File: config.mk
export PLATFORM = sky130hd
export DESIGN_NAME = fb_wr_ctl
export DESIGN_NICKNAME = d
export VERILOG_FILES = /design/src/rtl/fb_pkg.sv /design/src/rtl/fb_wr_fifo.sv /design/src/rtl/fb_wr_ctl.sv
export SDC_FILE = /design/constraint.sdc
export NUM_CORES = 1
export LEC_CHECK = 0
export BUFFER_PORTS_ARGS = -buffer_cell sky130_fd_sc_hd__clkbuf_2
export CAP_MARGIN = 40
export CORE_MARGIN = 5
export CORE_UTILIZATION = 25
export DETAILED_ROUTE_END_ITERATION = 10
export PLACE_DENSITY = 0.38
export SLEW_MARGIN = 30
export SYNTH_ARGS = -nofsm -noshare
export SYNTH_HDL_FRONTEND = slang
export SYNTH_SLANG_ARGS = --single-unit
File: constraint.sdc
create_clock -name ppu_ctl_clk -period 7.52 [get_ports ppu_ctl_clk]
set_input_delay 0 -clock ppu_ctl_clk [delete_from_list [all_inputs] [get_ports ppu_ctl_clk]]
set_output_delay 0 -clock ppu_ctl_clk [all_outputs]
set_load 0.02 [all_outputs]
File: src/rtl/fb_pkg.sv
// ---------------------------------------------------------------------------
// fb_pkg
// Shared definitions for the PPU frame-buffer write controller:
//   - frame geometry (FB_W x FB_H) and write FIFO depth
//   - colour_code_t : 6-bit NES palette index
//   - fb_pix_t      : one queued pixel write {x, y, code}
//   - fb_state_t    : controller states (IDLE / CLEAR)
// ---------------------------------------------------------------------------
package fb_pkg;

    localparam int FB_W          = 256;
    localparam int FB_H          = 240;
    localparam int FB_FIFO_DEPTH = 4;
    localparam int FB_FIFO_AW    = 2;

    typedef logic [5:0] colour_code_t;

    typedef struct packed {
        logic [7:0]   x;
        logic [7:0]   y;
        colour_code_t code;
    } fb_pix_t;

    typedef enum logic {
        ST_IDLE  = 1'b0,
        ST_CLEAR = 1'b1
    } fb_state_t;

endpackage

File: src/rtl/fb_wr_fifo.sv
// ---------------------------------------------------------------------------
// fb_wr_fifo
// Synchronous 4-entry show-ahead FIFO holding pending pixel writes.
// The head entry is always visible on rd_data_o; pop_i advances it.
// A push and a pop may happen in the same cycle, giving 1 entry/cycle.
//
// Ports:
//   clk_i      clock (rising edge)
//   rst_i      asynchronous active-high reset, empties the FIFO
//   push_i     write wr_data_i into the tail (ignored when full without pop)
//   wr_data_i  packed fb_pix_t to enqueue
//   pop_i      drop the head entry (ignored when empty)
//   rd_data_o  current head entry
//   full_o     all entries occupied (from registered count)
//   empty_o    no entries (from registered count)
// ---------------------------------------------------------------------------
module fb_wr_fifo
    import fb_pkg::*;
(
    input  logic                        clk_i,
    input  logic                        rst_i,
    input  logic                        push_i,
    input  logic [$bits(fb_pix_t)-1:0]  wr_data_i,
    input  logic                        pop_i,
    output logic [$bits(fb_pix_t)-1:0]  rd_data_o,
    output logic                        full_o,
    output logic                        empty_o
);

    fb_pix_t                 mem_q [FB_FIFO_DEPTH];
    logic [FB_FIFO_AW-1:0]   wr_ptr_q;
    logic [FB_FIFO_AW-1:0]   rd_ptr_q;
    logic [FB_FIFO_AW:0]     count_q;
    logic                    do_push;
    logic                    do_pop;

    assign full_o    = (count_q == (FB_FIFO_AW+1)'(FB_FIFO_DEPTH));
    assign empty_o   = (count_q == '0);
    assign rd_data_o = mem_q[rd_ptr_q];

    // A full FIFO can still accept a push when the head leaves the same cycle.
    assign do_pop  = pop_i && !empty_o;
    assign do_push = push_i && (!full_o || do_pop);

    // Pointer, occupancy and storage update.
    always_ff @(posedge clk_i or posedge rst_i) begin
        if (rst_i) begin
            wr_ptr_q <= '0;
            rd_ptr_q <= '0;
            count_q  <= '0;
            for (int i = 0; i < FB_FIFO_DEPTH; i++) begin
                mem_q[i] <= '0;
            end
        end else begin
            if (do_push) begin
                mem_q[wr_ptr_q] <= fb_pix_t'(wr_data_i);
                wr_ptr_q        <= wr_ptr_q + 1'b1;
            end
            if (do_pop) begin
                rd_ptr_q <= rd_ptr_q + 1'b1;
            end
            count_q <= count_q + {{FB_FIFO_AW{1'b0}}, do_push}
                               - {{FB_FIFO_AW{1'b0}}, do_pop};
        end
    end

endmodule

File: src/rtl/fb_wr_ctl.sv
// ---------------------------------------------------------------------------
// fb_wr_ctl
// Frame-buffer write controller for the PPU. Pixel writes are queued in a
// 4-entry FIFO and drained one per cycle onto a registered frame-buffer
// write port. A clear request fills the whole 256x240 frame with one colour
// once all earlier queued pixels have been written.
//
// Optional feature (define FB_WR_BOUNDS_CHK_EN): accepted pixels with
// pix_y beyond the last row are dropped and set the sticky oob_err flag.
// Without it, such pixels are written as-is and oob_err is tied low.
//
// Ports:
//   ppu_ctl_clk  clock (rising edge)
//   reset        asynchronous active-high reset
//   pix_valid    pixel write request; accepted when pix_ready is also high
//   pix_x/pix_y  pixel column / row
//   pix_code     NES colour code for the pixel
//   pix_ready    controller can accept a pixel this cycle
//   clr_start    one-cycle request for a full-frame clear
//   clr_code     fill colour, sampled with clr_start
//   fb_x/fb_y    registered frame-buffer write address
//   fb_di        registered frame-buffer write data
//   fb_cs        write strobe, one write per high cycle
//   busy         FIFO non-empty, clear pending or clear running
//   clr_done     pulses with the final clear write
//   oob_err      sticky out-of-range pixel flag
// ---------------------------------------------------------------------------
module fb_wr_ctl
    import fb_pkg::*;
(
    input  logic       ppu_ctl_clk,
    input  logic       reset,
    input  logic       pix_valid,
    input  logic [7:0] pix_x,
    input  logic [7:0] pix_y,
    input  logic [5:0] pix_code,
    output logic       pix_ready,
    input  logic       clr_start,
    input  logic [5:0] clr_code,
    output logic [7:0] fb_x,
    output logic [7:0] fb_y,
    output logic [5:0] fb_di,
    output logic       fb_cs,
    output logic       busy,
    output logic       clr_done,
    output logic       oob_err
);

    fb_state_t    state_q, state_d;
    logic         clr_pend_q, clr_pend_d;
    colour_code_t clr_code_q, clr_code_d;
    logic [7:0]   cx_q, cx_d;
    logic [7:0]   cy_q, cy_d;
    logic [7:0]   fb_x_q, fb_x_d;
    logic [7:0]   fb_y_q, fb_y_d;
    colour_code_t fb_di_q, fb_di_d;
    logic         fb_cs_q, fb_cs_d;
    logic         clr_done_q, clr_done_d;
    logic         rdy_en_q;

    logic         accept;
    logic         push;
    logic         pop;
    logic         fifo_full;
    logic         fifo_empty;
    fb_pix_t      head;
    fb_pix_t      in_pix;

    assign in_pix = '{x: pix_x, y: pix_y, code: pix_code};

    // rdy_en_q holds pix_ready low through reset and releases it on the
    // first clock edge afterwards; everything else here is registered too.
    assign pix_ready = rdy_en_q && !fifo_full && !clr_pend_q && (state_q == ST_IDLE);
    assign accept    = pix_valid && pix_ready;
    assign busy      = !fifo_empty || clr_pend_q || (state_q == ST_CLEAR);

    assign fb_x     = fb_x_q;
    assign fb_y     = fb_y_q;
    assign fb_di    = fb_di_q;
    assign fb_cs    = fb_cs_q;
    assign clr_done = clr_done_q;

`ifdef FB_WR_BOUNDS_CHK_EN
    logic oob_q;

    // Rows past the bottom of the frame never reach the FIFO.
    assign push    = accept && (pix_y < 8'(FB_H));
    assign oob_err = oob_q;

    always_ff @(posedge ppu_ctl_clk or posedge reset) begin
        if (reset) begin
            oob_q <= 1'b0;
        end else if (accept && (pix_y >= 8'(FB_H))) begin
            oob_q <= 1'b1;
        end
    end
`else
    assign push    = accept;
    assign oob_err = 1'b0;
`endif

    fb_wr_fifo u_fifo (
        .clk_i     (ppu_ctl_clk),
        .rst_i     (reset),
        .push_i    (push),
        .wr_data_i (in_pix),
        .pop_i     (pop),
        .rd_data_o (head),
        .full_o    (fifo_full),
        .empty_o   (fifo_empty)
    );

    // Next-state logic. Queued pixels always drain before a pending clear
    // starts, so a pixel accepted alongside clr_start lands ahead of the
    // fill. New clear requests are dropped while one is pending or running.
    always_comb begin
        state_d    = state_q;
        clr_pend_d = clr_pend_q;
        clr_code_d = clr_code_q;
        cx_d       = cx_q;
        cy_d       = cy_q;
        fb_x_d     = fb_x_q;
        fb_y_d     = fb_y_q;
        fb_di_d    = fb_di_q;
        fb_cs_d    = 1'b0;
        clr_done_d = 1'b0;
        pop        = 1'b0;

        if (clr_start && !clr_pend_q && (state_q != ST_CLEAR)) begin
            clr_pend_d = 1'b1;
            clr_code_d = clr_code;
        end

        case (state_q)
            ST_IDLE: begin
                if (!fifo_empty) begin
                    pop     = 1'b1;
                    fb_x_d  = head.x;
                    fb_y_d  = head.y;
                    fb_di_d = head.code;
                    fb_cs_d = 1'b1;
                end else if (clr_pend_q) begin
                    state_d    = ST_CLEAR;
                    clr_pend_d = 1'b0;
                    cx_d       = '0;
                    cy_d       = '0;
                end
            end
            ST_CLEAR: begin
                fb_x_d  = cx_q;
                fb_y_d  = cy_q;
                fb_di_d = clr_code_q;
                fb_cs_d = 1'b1;
                if (cx_q == 8'(FB_W - 1)) begin
                    cx_d = '0;
                    if (cy_q == 8'(FB_H - 1)) begin
                        state_d    = ST_IDLE;
                        clr_done_d = 1'b1;
                    end else begin
                        cy_d = cy_q + 1'b1;
                    end
                end else begin
                    cx_d = cx_q + 1'b1;
                end
            end
            default: begin
                state_d = ST_IDLE;
            end
        endcase
    end

    // State and output registers.
    always_ff @(posedge ppu_ctl_clk or posedge reset) begin
        if (reset) begin
            state_q    <= ST_IDLE;
            clr_pend_q <= 1'b0;
            clr_code_q <= '0;
            cx_q       <= '0;
            cy_q       <= '0;
            fb_x_q     <= '0;
            fb_y_q     <= '0;
            fb_di_q    <= '0;
            fb_cs_q    <= 1'b0;
            clr_done_q <= 1'b0;
            rdy_en_q   <= 1'b0;
        end else begin
            state_q    <= state_d;
            clr_pend_q <= clr_pend_d;
            clr_code_q <= clr_code_d;
            cx_q       <= cx_d;
            cy_q       <= cy_d;
            fb_x_q     <= fb_x_d;
            fb_y_q     <= fb_y_d;
            fb_di_q    <= fb_di_d;
            fb_cs_q    <= fb_cs_d;
            clr_done_q <= clr_done_d;
            rdy_en_q   <= 1'b1;
        end
    end

endmodule

==> flow_metrics.env, run 1 <==
export IMPL_grt_pass1_wl_um=26500
export IMPL_netlist_area_um2=6980
export IMPL_synth_seq_area_share_pct=51.6
export IMPL_worstPathArrival_ps=2790
export IMPL_cp_top_family="simple AND/OR/NAND/NOR gates"
export IMPL_overflow=0
export IMPL_fin_cells=965
export IMPL_finalCriticalPeriod_ps=2500
export IMPL_antenna_cells=0
export IMPL_holdPathStages=3
export IMPL_avgSynthCellArea_um2=14.2
export IMPL_cp_common_cell="xnor2_1"
export IMPL_grt_usage_pct=11.1
export IMPL_initial_utilization_pct=25.2
export IMPL_synth_top_family_by_area="multiplexers"
export IMPL_cts_sinks=144
export IMPL_viasPerCell=4.29
export IMPL_hold_viol=0
export IMPL_die_height_um=177
export IMPL_start_kind="register"
export IMPL_synth_distinct_cells=45
export IMPL_synthCells=492
export IMPL_busiest_layer="met2"
export IMPL_synthAdderAreaFrac_pct=1.72
export IMPL_synth_xor_area_share_pct=0.878
export IMPL_clk_latency_ps=410
export IMPL_ys_seq_elements=144
export IMPL_antenna_left=0
export IMPL_rsz0062_at_grt="false"
export IMPL_synth_edf_count=0
export IMPL_final_period_utilization_pct=33.2
export IMPL_crit_type="register to register"
export IMPL_use_met3_pct=2.46
export IMPL_path_cells="buf_4 > nor2_1 > and4_4 > ha_1 > inv_1 > fa_1 > xnor2_1 > xnor2_1"
export IMPL_coreArea_um2=27700
export IMPL_crit_fanout=49
export IMPL_cp_depth=8
export IMPL_cts_setup_buffers=0
export IMPL_reg2regPathDepth=8
export IMPL_n_fill_cell=2794
export IMPL_drtPass1Iterations=5
export IMPL_setup_tns_final_ps=0
export IMPL_synth_ff_type="dfrtp_1"
export IMPL_crit_path_end_kind="register"
export IMPL_rows=61
export IMPL_async_reset_ff_share_pct=100
export IMPL_die_area_um2=31400
export IMPL_synthToLayoutAreaGrowth_pct=20.7
export IMPL_cap_violations=0
export IMPL_placed_cells=905
export IMPL_vias=4144
export IMPL_cp_slowest_cell="dfrtp_1"
export IMPL_drt_iter0_drc=183
export IMPL_hold_path_class="input port to register"
export IMPL_multiInputGateArea_um2=3090
export IMPL_timing_critical_path_buf_inv=2
export IMPL_crit_path_max_incr_delay_ps=460
export IMPL_ir_drop_mv=0.128
export IMPL_met1_usage_pct=14.1
export IMPL_drive_gt1_share_pct=37.5
export IMPL_use_met2_pct=19.0
export IMPL_gp_congestion=0.714
export IMPL_power_leakage_nw=4.02
export IMPL_ctsLongestPathBuffers=2
export IMPL_totalWireLength_um=16700
export IMPL_drc=0
export IMPL_cts_resized=0
export IMPL_final_common_cell="dfrtp_1"
export IMPL_layout_common_cells="dfrtp_1, mux2_4, clkbuf_2"
export IMPL_status="finished clean"
export IMPL_skew_ps=10.3
export IMPL_powerDensity_nw_per_um2=397
export IMPL_synth_simple_area_share_pct=8.92
export IMPL_num_io_pins=59
export IMPL_max_freq_ghz=0.401
export IMPL_wl_per_cell_um=17.4
export IMPL_htreeDepth=4
export IMPL_die_w_um=177
export IMPL_whs_ps=83.7
export IMPL_final_nets=616
export IMPL_cts_root_buf="clkbuf_16"
export IMPL_dp_hpwl_um=10800
export IMPL_synthMuxAreaShare_pct=27.2
export IMPL_cts_tree="yes"
export IMPL_grt_pass1_vias=4487
export IMPL_worstPathRequired_ps=7810
export IMPL_worst_slew_pin_slew_ps=754
export IMPL_portBuffers=57
export IMPL_yosys_warnings=0
export IMPL_clkSlewWorstSetupHoldPaths_ps=60
export IMPL_synthesis_nets=533
export IMPL_finalMaxSlewViolations=0
export IMPL_synth_compound_area_share_pct=5.34
export IMPL_setup_violations=0
export IMPL_grt_max_degree=60
export IMPL_cts_buffers=17
export IMPL_seqCellArea_um2=3600
export IMPL_slew_limit_headroom_pct=49.7
export IMPL_antenna_found_initial=0
-- worst register-to-register path: cells and delay by family (launching register included) --
family	cells	cell delay (ps)
DFF	1	460
and+or+nand+nor	2	700
buffers and inverters	2	360
xor gates and xnor gates	2	280
adders and majority gates	2	580
-- state kept, by name, summed over array words and instances (netlist names), 3 cells and up --
| signal | count |
|---|---|
| clr_code_q | 6 |
| cx_q | 8 |
| cy_q | 8 |
| fb_di | 6 |
| fb_x | 8 |
| fb_y | 8 |
| u_fifo.count_q | 3 |
| u_fifo.mem_q | 88 |
-- timing repair --
action,4_1_cts,5_1_grt
hold buffers,29,0
setup endpoints to repair,0,0
endpoints found under the hold margin,183,0
-- area by class of cell --
type	count	area share, %
tap	378	5.61
clock inverter	11	1.56
timing repair buffer	93	7.69
multi-input combinational	311	36.6
inverter	8	0.416
sequential	144	42.8
clock buffer	20	5.30
-- cells in the mapped netlist (6+ instances only) --
cell type | number | share of area [%]
buf_12 | 9 | 2.6
dfrtp_1 | 144 | 52
ha_1 | 8 | 1.4
mux4_2 | 22 | 7.1
buf_2 | 6 | 0.43
clkbuf_1 | 13 | 0.70
inv_1 | 8 | 0.43
o21ai_0 | 8 | 0.57
nand2_1 | 42 | 2.3
nor2b_1 | 21 | 1.9
a21oi_1 | 46 | 3.3
mux2_2 | 16 | 2.6
mux2_4 | 80 | 17
-- power breakdown --
part	leakage, nW	switching, mW	internal (mW)
logic	1.87	0.533	0.645
clock network	0.273	0.339	0.499
registers	1.88	0.232	1.10
-- metrics by stage --
stage	util, %	area, µm²	setup WS (ps)	total power, mW
after floorplan	-	6980	3650	2.20
after global placement	27.2	7530	5080	2.50
after detailed placement	27.3	7560	4990	2.54
after CTS	30.4	8430	4990	3.41
after global routing	30.4	8430	4800	3.56
final	30.4	8430	5020	3.35
-- kinds of logic (layout without fill, tap and decap cells) --
family          Yosys count  after routing
simple gates            106            106
flops                   144            144
xor+xnor                  7              7
mux                     120            120
fa+ha+maj                 9              9
buf+inv                  37            132
other cells               2              2
compound gates           67             67
-- layer usage --
metal  vias to the layer above  wire [µm]
met3                        13        538
met1                      2144       7430
li1                       1921          -
met2                        66       8550
met5                         -          0
met4                         0        222
-- final timing paths --
check                                endpoint  slack [ps]              from
min in group asynchronous  u_fifo.wr_ptr_q[0]         110             reset
setup / recovery            u_fifo.count_q[2]        5020           state_q
max in group asynchronous             state_q        6000             reset
setup reg to reg            u_fifo.count_q[2]        5020           state_q
hold reg to reg              u_fifo.mem_q[31]         500  u_fifo.mem_q[31]
hold / removal             u_fifo.wr_ptr_q[0]          80         pix_valid
No activity file was read; power rests on OpenSTA's default activity.
==> inputs of run 2 (changes only) <==
==> constraint.sdc (replaced) <==
create_clock -name ppu_ctl_clk -period 2.6 [get_ports ppu_ctl_clk]
set_input_delay 0 -clock ppu_ctl_clk [delete_from_list [all_inputs] [get_ports ppu_ctl_clk]]
set_output_delay 0 -clock ppu_ctl_clk [all_outputs]
set_load 0.02 [all_outputs]
==> flow_metrics.env, run 2 (synthesized netlist as in run 1, its figures left out) <==
export IMPL_status="finished clean"
export IMPL_fin_cells=974
export IMPL_crit_path_end_kind="register"
export IMPL_postLayoutCoreUtil_pct=30.7
export IMPL_ctsLongestPathBuffers=2
export IMPL_vias=4220
export IMPL_clkSlewWorstSetupHoldPaths_ps=60
export IMPL_clk_latency_ps=410
export IMPL_antenna_found_initial=0
export IMPL_gp_congestion=0.746
export IMPL_htreeDepth=4
export IMPL_setup_tns_final_ps=0
export IMPL_cts_root_buf="clkbuf_16"
export IMPL_grt_usage_pct=11.5
export IMPL_skew_ps=11.9
export IMPL_initial_utilization_pct=25.2
export IMPL_hold_viol=0
export IMPL_crit_path_max_incr_delay_ps=480
export IMPL_placed_cells=914
export IMPL_post_dp_cell_area_um2=7620
export IMPL_drt_iter0_drc=158
export IMPL_path_cells="nor2_1 > and4_4 > ha_1 > inv_1 > fa_1 > xnor2_1 > xnor2_1"
export IMPL_hold_path_class="input port to asynchronous set/reset pin"
export IMPL_layout_common_cells="dfrtp_1, mux2_4, clkbuf_2"
export IMPL_start_kind="register"
export IMPL_wl_per_cell_um=17.8
export IMPL_grt_pass1_wl_um=27600
export IMPL_largest_reg_flops=88
export IMPL_dp_hpwl_um=11500
export IMPL_crit_fanout=10
export IMPL_cp_slowest_cell="dfrtp_1"
export IMPL_top_register="u_fifo.mem_q"
export IMPL_finalMaxSlewViolations=0
export IMPL_timing_critical_path_buf_inv=1
export IMPL_rows=61
export IMPL_ir_drop_mv=0.468
export IMPL_die_area_um2=31400
export IMPL_cap_violations=0
export IMPL_drc=0
export IMPL_viasPerCell=4.33
export IMPL_power_mw=9.77
export IMPL_cts_resized=0
export IMPL_max_freq_ghz=0.470
export IMPL_drive_gt1_share_pct=38.6
export IMPL_antenna_cells=0
export IMPL_design_area_um2=8510
export IMPL_overflow=0
export IMPL_die_w_um=177
export IMPL_cts_tree="yes"
export IMPL_die_height_um=177
export IMPL_grt_pass1_vias=4649
export IMPL_num_io_pins=59
export IMPL_cts_buffers=17
export IMPL_antenna_left=0
export IMPL_final_nets=626
export IMPL_final_period_utilization_pct=81.9
export IMPL_worst_slew_pin_slew_ps=645
export IMPL_slew_limit_headroom_pct=56.9
export IMPL_totalWireLength_um=17300
export IMPL_worstPathRequired_ps=2890
export IMPL_final_common_cell="dfrtp_1"
export IMPL_powerDensity_nw_per_um2=1150
export IMPL_cp_common_cell="xnor2_1"
export IMPL_drtPass1Iterations=4
export IMPL_worstPathArrival_ps=2420
export IMPL_coreArea_um2=27700
export IMPL_synthToLayoutAreaGrowth_pct=21.9
export IMPL_crit_path_start="state_q"
export IMPL_power_leakage_nw=4.07
export IMPL_setup_violations=0
export IMPL_grt_max_degree=39
export IMPL_cts_sinks=144
export IMPL_crit_type="register to register"
export IMPL_finalCriticalPeriod_ps=2130
export IMPL_portBuffers=57
export IMPL_rsz0062_at_grt="false"
export IMPL_cp_top_family="simple AND/OR/NAND/NOR gates"
export IMPL_worstReg2RegStart="state_q"
[run 2: per-stage QoR]
step           setup WS (ps)  hold WS, ps
6_report                 472          114
5_1_grt                  302          127
4_1_cts                  459          113
3_5_place_dp             473          173
3_3_place_gp             523          180
2_1_floorplan            439          149
[run 2: area by class of cell]
class	count	area, µm²
clock buffers	21	470
clock inverters	9	109
fillers	2748	19200
inverters	8	33.8
multi-input cells	311	3090
flip-flops and latches	144	3600
well taps	378	473
repair buffers	103	736
[run 2: worst paths after layout]
| check | to | slack [ps] | cells past startpoint |
|---|---|---|---|
| setup reg to reg | u_fifo.count_q[2] | 470 | 7 |
| hold reg to reg | u_fifo.mem_q[13] | 500 | 1 |
| min in group ppu_ctl_clk | u_fifo.wr_ptr_q[0] | 130 | 3 |
| max in group asynchronous | fb_x[1] | 1660 | 5 |
| setup / recovery | u_fifo.count_q[2] | 470 | 7 |
| hold / removal | fb_cs | 110 | 3 |
[run 2: report_power, final]
| group | leakage, nW | internal, mW | total (mW) | switching [mW] |
|---|---|---|---|---|
| clock network | 0.273 | 1.48 | 2.41 | 0.934 |
| registers | 1.88 | 3.18 | 3.81 | 0.623 |
| logic | 1.92 | 1.91 | 3.55 | 1.64 |
[run 2: what timing repair did]
| item | CTS | global route |
|---|---|---|
| buffers inserted | 0 | 0 |
| hold buffers | 29 | 0 |
| endpoints found under the hold margin | 122 | 0 |
[run 2: worst min-delay path, cell delays in order]
cell,delay [ps]
dlygate4sd3_1,530
clkbuf_2,120
clkinvlp_4,260
[run 2: routing by layer]
| metal | wire (µm) | track usage (%) | up-vias |
|---|---|---|---|
| li1 | - | - | 1940 |
| met1 | 8030 | 15.3 | 2217 |
| met2 | 8630 | 19.0 | 53 |
| met3 | 489 | 2.54 | 10 |
| met4 | 163 | 2.84 | 0 |
| met5 | 0 | 0 | - |
